--- src/rtl/exibe_sequencia.sv ---
// Sequence presenter: walks the sequence memory from address 0 to a latched last
// index, lighting each entry on the LEDs for T_ACESO cycles then blanking for T_APAGADO.
module exibe_sequencia #(
  parameter int T_ACESO   = 1000,
  parameter int T_APAGADO = 100,
  parameter int ADDR_W    = 4,
  parameter int DATA_W    = 4
) (
  input  logic              clock,
  input  logic              reset,
  input  logic              iniciar,
  input  logic              abortar,
  input  logic [ADDR_W-1:0] ultima_pos,
  output logic [ADDR_W-1:0] mem_endereco,
  input  logic [DATA_W-1:0] mem_dado,
  output logic [DATA_W-1:0] leds,
  output logic              ocupado,
  output logic              pronto,
  output logic [3:0]        db_estado
);

  // state    | meaning
  // INICIAL  | idle, waiting for iniciar
  // ENDERECA | address presented to the sequence memory
  // CAPTURA  | memory data valid, captured into the LED register
  // ACESO    | entry lit for T_ACESO cycles
  // APAGADO  | LEDs blank for T_APAGADO cycles, then next entry or FIM
  // FIM      | one-cycle pronto pulse
  localparam logic [2:0] INICIAL  = 3'd0;
  localparam logic [2:0] ENDERECA = 3'd1;
  localparam logic [2:0] CAPTURA  = 3'd2;
  localparam logic [2:0] ACESO    = 3'd3;
  localparam logic [2:0] APAGADO  = 3'd4;
  localparam logic [2:0] FIM      = 3'd5;

  localparam int T_MAX = (T_ACESO > T_APAGADO) ? T_ACESO : T_APAGADO;
  localparam int TMR_W = $clog2(T_MAX + 1);
  localparam logic [TMR_W-1:0] FIM_ACESO   = TMR_W'(T_ACESO - 1);
  localparam logic [TMR_W-1:0] FIM_APAGADO = TMR_W'(T_APAGADO - 1);

  logic [2:0]        estado;
  logic [ADDR_W-1:0] addr;
  logic [ADDR_W-1:0] ult;
  logic [DATA_W-1:0] leds_reg;
  logic [TMR_W-1:0]  timer;

  always_ff @(posedge clock) begin
    if (reset) begin
      estado   <= INICIAL;
      addr     <= '0;
      ult      <= '0;
      leds_reg <= '0;
      timer    <= '0;
    end else if (abortar && (estado != INICIAL)) begin
      estado <= INICIAL;
      addr   <= '0;
      timer  <= '0;
    end else begin
      case (estado)
        INICIAL: begin
          if (iniciar) begin
            ult    <= ultima_pos;
            addr   <= '0;
            timer  <= '0;
            estado <= ENDERECA;
          end
        end
        ENDERECA: begin
          timer  <= '0;
          estado <= CAPTURA;
        end
        CAPTURA: begin
          leds_reg <= mem_dado;
          timer    <= '0;
          estado   <= ACESO;
        end
        ACESO: begin
          if (timer == FIM_ACESO) begin
            timer  <= '0;
            estado <= APAGADO;
          end else begin
            timer <= timer + 1'b1;
          end
        end
        APAGADO: begin
          if (timer == FIM_APAGADO) begin
            timer <= '0;
            // addr stops at ult, so it can never wrap
            if (addr == ult) begin
              estado <= FIM;
            end else begin
              addr   <= addr + 1'b1;
              estado <= ENDERECA;
            end
          end else begin
            timer <= timer + 1'b1;
          end
        end
        FIM: begin
          timer  <= '0;
          estado <= INICIAL;
        end
        default: begin
          timer  <= '0;
          estado <= INICIAL;
        end
      endcase
    end
  end

  assign mem_endereco = addr;
  assign leds         = (estado == ACESO) ? leds_reg : '0;
  assign ocupado      = (estado != INICIAL);
  assign pronto       = (estado == FIM);
  assign db_estado    = {1'b0, estado};

endmodule

--- config.mk ---
export PLATFORM = sky130hd
export DESIGN_NAME = exibe_sequencia
export DESIGN_NICKNAME = d
export VERILOG_FILES = /design/src/rtl/exibe_sequencia.sv
export SDC_FILE = /design/constraint.sdc
export NUM_CORES = 1
export LEC_CHECK = 0
export ABC_CLOCK_PERIOD_IN_PS = 3200
export CAP_MARGIN = 20
export CORE_MARGIN = 2
export CORE_UTILIZATION = 50
export DETAILED_ROUTE_END_ITERATION = 8
export PLACE_DENSITY_LB_ADDON = 0.2
export SLEW_MARGIN = 20
export SYNTH_ARGS = -nofsm -noshare
export SYNTH_HDL_FRONTEND = slang
export SYNTH_SLANG_ARGS = --single-unit
export TNS_END_PERCENT = 5
--- constraint.sdc ---
create_clock -name clock -period 3.2 [get_ports clock]
set_clock_uncertainty 0.05 [all_clocks]
set_input_delay 0.96 -clock clock [delete_from_list [all_inputs] [get_ports clock]]
set_output_delay 0.96 -clock clock [all_outputs]
set_load 0.01 [all_outputs]
==> results of run 1 <==
-- how the worst min path moves through the flow --
stage,slack [ns],cells past startpoint,to,start
2_1_floorplan,0.40,2,leds_reg[0],leds_reg[0]
3_3_place_gp,0.42,2,leds_reg[3],leds_reg[3]
3_5_place_dp,0.43,2,leds_reg[2],leds_reg[2]
4_1_cts,0.46,2,leds_reg[2],leds_reg[2]
5_1_grt,0.49,2,leds_reg[2],leds_reg[2]
6_report,0.46,2,leds_reg[2],leds_reg[2]
-- cell type report --
| class | instances | area, µm² | share of cell area (%) |
|---|---|---|---|
| flip-flops and latches | 25 | 500.5 | 31.65 |
| multi-input cells | 120 | 769.5 | 48.65 |
| clock buffers | 4 | 26.28 | 1.661 |
| inverters | 2 | 7.507 | 0.4747 |
| well taps | 30 | 37.54 | 2.373 |
| repair buffers | 24 | 240.2 | 15.19 |
-- metal layers --
layer	track usage (%)	vias up	share of wire (%)
met5	0	-	0
met2	33.33	30	51
met1	23.42	566	44
met4	8.014	0	1.0
li1	-	593	-
met3	3.981	4	4.1
-- cells by family after synthesis --
logic type	Yosys count	share of synthesized area, %
adders and majority gates	2	1.903
xor gates and xnor gates	4	2.664
AOI/OAI and AO/OA	28	15.22
and+or+nand+nor	76	31.59
muxes	9	6.851
DFF	25	38.06
other	1	0.2852
buffers and inverters	11	3.426
-- Yosys cell counts --
| cell type | n | area, µm² |
|---|---|---|
| a31oi_1 | 7 | 43.79 |
| or4_4 | 1 | 11.26 |
| nand3_1 | 11 | 55.05 |
| nor2b_1 | 1 | 6.260 |
| xnor2_1 | 4 | 35.03 |
| nand2b_1 | 1 | 6.260 |
| o21ai_0 | 4 | 20.02 |
| and2_1 | 6 | 37.54 |
| buf_1 | 1 | 3.750 |
| or2_2 | 1 | 6.260 |
| ha_1 | 2 | 25.02 |
| a21o_1 | 2 | 15.01 |
| or3_1 | 11 | 68.82 |
| o31ai_4 | 1 | 21.27 |
| conb_1 | 1 | 3.750 |
| a21oi_1 | 10 | 50.05 |
| nor3b_2 | 1 | 12.51 |
| nor3_1 | 2 | 10.01 |
| nor4b_2 | 1 | 15.01 |
| nor2_1 | 15 | 56.30 |
| a22oi_1 | 1 | 7.510 |
| o2111ai_4 | 1 | 26.28 |
| dfxtp_1 | 25 | 500.5 |
| a211oi_1 | 1 | 7.510 |
| nand2_1 | 14 | 52.55 |
| nor3b_1 | 1 | 7.510 |
| nand4b_1 | 1 | 8.760 |
| nand4_1 | 4 | 25.02 |
| clkbuf_1 | 7 | 26.28 |
| mux2i_1 | 9 | 90.09 |
| nand3b_1 | 2 | 15.01 |
| or3b_1 | 1 | 8.760 |
| buf_4 | 1 | 7.510 |
| and3_1 | 2 | 12.51 |
| inv_1 | 2 | 7.510 |
| o31a_1 | 1 | 8.760 |
-- stage by stage --
step	setup WS [ns]	utilization (%)	power [mW]	cell area, µm²	instances
after floorplan	0.9951	-	0.4855	1315	156
after global placement	0.6298	62.78	0.5415	1555	201
after detailed placement	0.5910	62.78	0.5465	1555	201
after CTS	0.2211	63.84	0.6857	1582	205
after global routing	0.1072	63.84	0.7203	1582	205
final	0.2261	63.84	0.6789	1582	205
-- worst register-to-register path, delay by kind of cell (launching register included) --
family | cells | cell delay (ns)
flops | 1 | 0.40
simple gates | 3 | 0.87
fa+ha+maj | 1 | 0.26
compound gates | 2 | 0.59
-- power breakdown --
part           internal [mW]  switching, mW
clock network         0.0488         0.0905
logic                 0.0851          0.102
registers              0.329         0.0238
==> impl_metrics.env, run 1 <==
export IMPL_status="completed"
export IMPL_core_um2=2477
export IMPL_cts_buffer_depth=2
export IMPL_pin_count=26
export IMPL_report_final_slew_viol_count=0
export IMPL_ant_nets=0
export IMPL_start_util_pct=53.08
export IMPL_fin_crit_sh_pct=92.94
export IMPL_synth_nets=170
export IMPL_slowest_stage="clkdlybuf4s50_1"
export IMPL_grt_usage_pct=19.39
export IMPL_mostFrequentLayoutCell="dfxtp_1"
export IMPL_antenna_found_initial=0
export IMPL_finalSetupTns_ns=0
export IMPL_cts_inserted_buffers=3
export IMPL_rr_endpoint="timer[4]"
export IMPL_setup_violations_final=0
export IMPL_fill_cells=230
export IMPL_cts_resized=0
export IMPL_ys_warn_count=0
export IMPL_h_tree_depth=1
export IMPL_cp_end_kind="primary output"
export IMPL_overflow=0
export IMPL_crit_end="leds[0]"
export IMPL_wl_per_cell_um=13.59
export IMPL_largest_register_ffs=10
export IMPL_cts_tree="yes"
export IMPL_leakagePower_nw=0.5350
export IMPL_drt_iter0_markers=29
export IMPL_grt_pass1_wl_mm=4.885
export IMPL_clk_latency_ns=0.32
export IMPL_crit_family="buffers and inverters"
export IMPL_grt_max_degree=16
export IMPL_fmax_mhz=336.3
export IMPL_wirelength_mm=2.785
export IMPL_cp_start_kind="register"
export IMPL_cp_arrival_ns=1.96
export IMPL_ys_types=36
export IMPL_die_area_um2=3056
export IMPL_avgSynthCellArea_um2=8.430
export IMPL_r2r_start="timer[0]"
export IMPL_slew_headroom_pct=53.88
export IMPL_worstSetupStartpoint="estado[2]"
export IMPL_die_w_um=55.29
export IMPL_grt_pass1_vias=1126
export IMPL_vdd_ir_drop_worst_mv=0.3017
export IMPL_dp_hpwl_mm=2.051
export IMPL_worstMarginPinSlew_ns=0.6892
export IMPL_p_per_area_nw_per_um2=429.3
export IMPL_largest_register="timer"
export IMPL_finalHoldViolations=0
export IMPL_min_period_ns=2.974
export IMPL_ys_seq_area_share_pct=38.06
export IMPL_die_h_um=55.29
export IMPL_cp_buffers_inverters=2
export IMPL_rows=18
export IMPL_fin_nets=190
export IMPL_syn_inst=156
export IMPL_reg2regPathDepth=6
export IMPL_max_stage_delay_ns=0.54
export IMPL_ctsRootBufferMaster="clkbuf_4"
export IMPL_synth_seq_cells=25
export IMPL_clk_pin_slew_ns=0.13
export IMPL_synth_area_um2=1315
export IMPL_cts_hold_repair_buffers=0
export IMPL_maxCapViolCount=0
export IMPL_path_cells="inv_1 > and3_1 > and2_1 > clkdlybuf4s50_1"
export IMPL_cts_setup_buffers=0
export IMPL_critical_path_class="reg2out"
export IMPL_drtPass1Iterations=4
export IMPL_port_buffer_count=24
export IMPL_drive_gt1_share_pct=5.143
export IMPL_hold_ws_ns=0.4573
export IMPL_synthToLayoutAreaGrowth_pct=20.27
export IMPL_ff2ff_setup_slack_ns=0.92
export IMPL_min_path_type="reg2reg"
export IMPL_rsz0062_at_grt="no"
export IMPL_worst_path_stages=4
export IMPL_layout_common_cells="25 x dfxtp_1, 24 x clkdlybuf4s50_1, 15 x nor2_1, 14 x nand2_1"
export IMPL_vias=1193
export IMPL_cts_num_sinks=25
export IMPL_worstPathRequired_ns=2.19
export IMPL_viasPerCell=5.820
export IMPL_gp_congestion=0.7724
export IMPL_drc=0
export IMPL_diodes=0
export IMPL_crit_fanout=8
(Power assumes the default switching activity.)
==> inputs of run 2 (changes only) <==
--- a/config.mk
+++ b/config.mk
@@ -6,7 +6,6 @@
 export NUM_CORES = 1
 export LEC_CHECK = 0
 export ABC_CLOCK_PERIOD_IN_PS = 3200
-export CAP_MARGIN = 20
 export CORE_MARGIN = 2
 export CORE_UTILIZATION = 50
 export DETAILED_ROUTE_END_ITERATION = 8
==> results of run 2 <==
The final DEF is identical to that of run 1; final timing and power are the same.
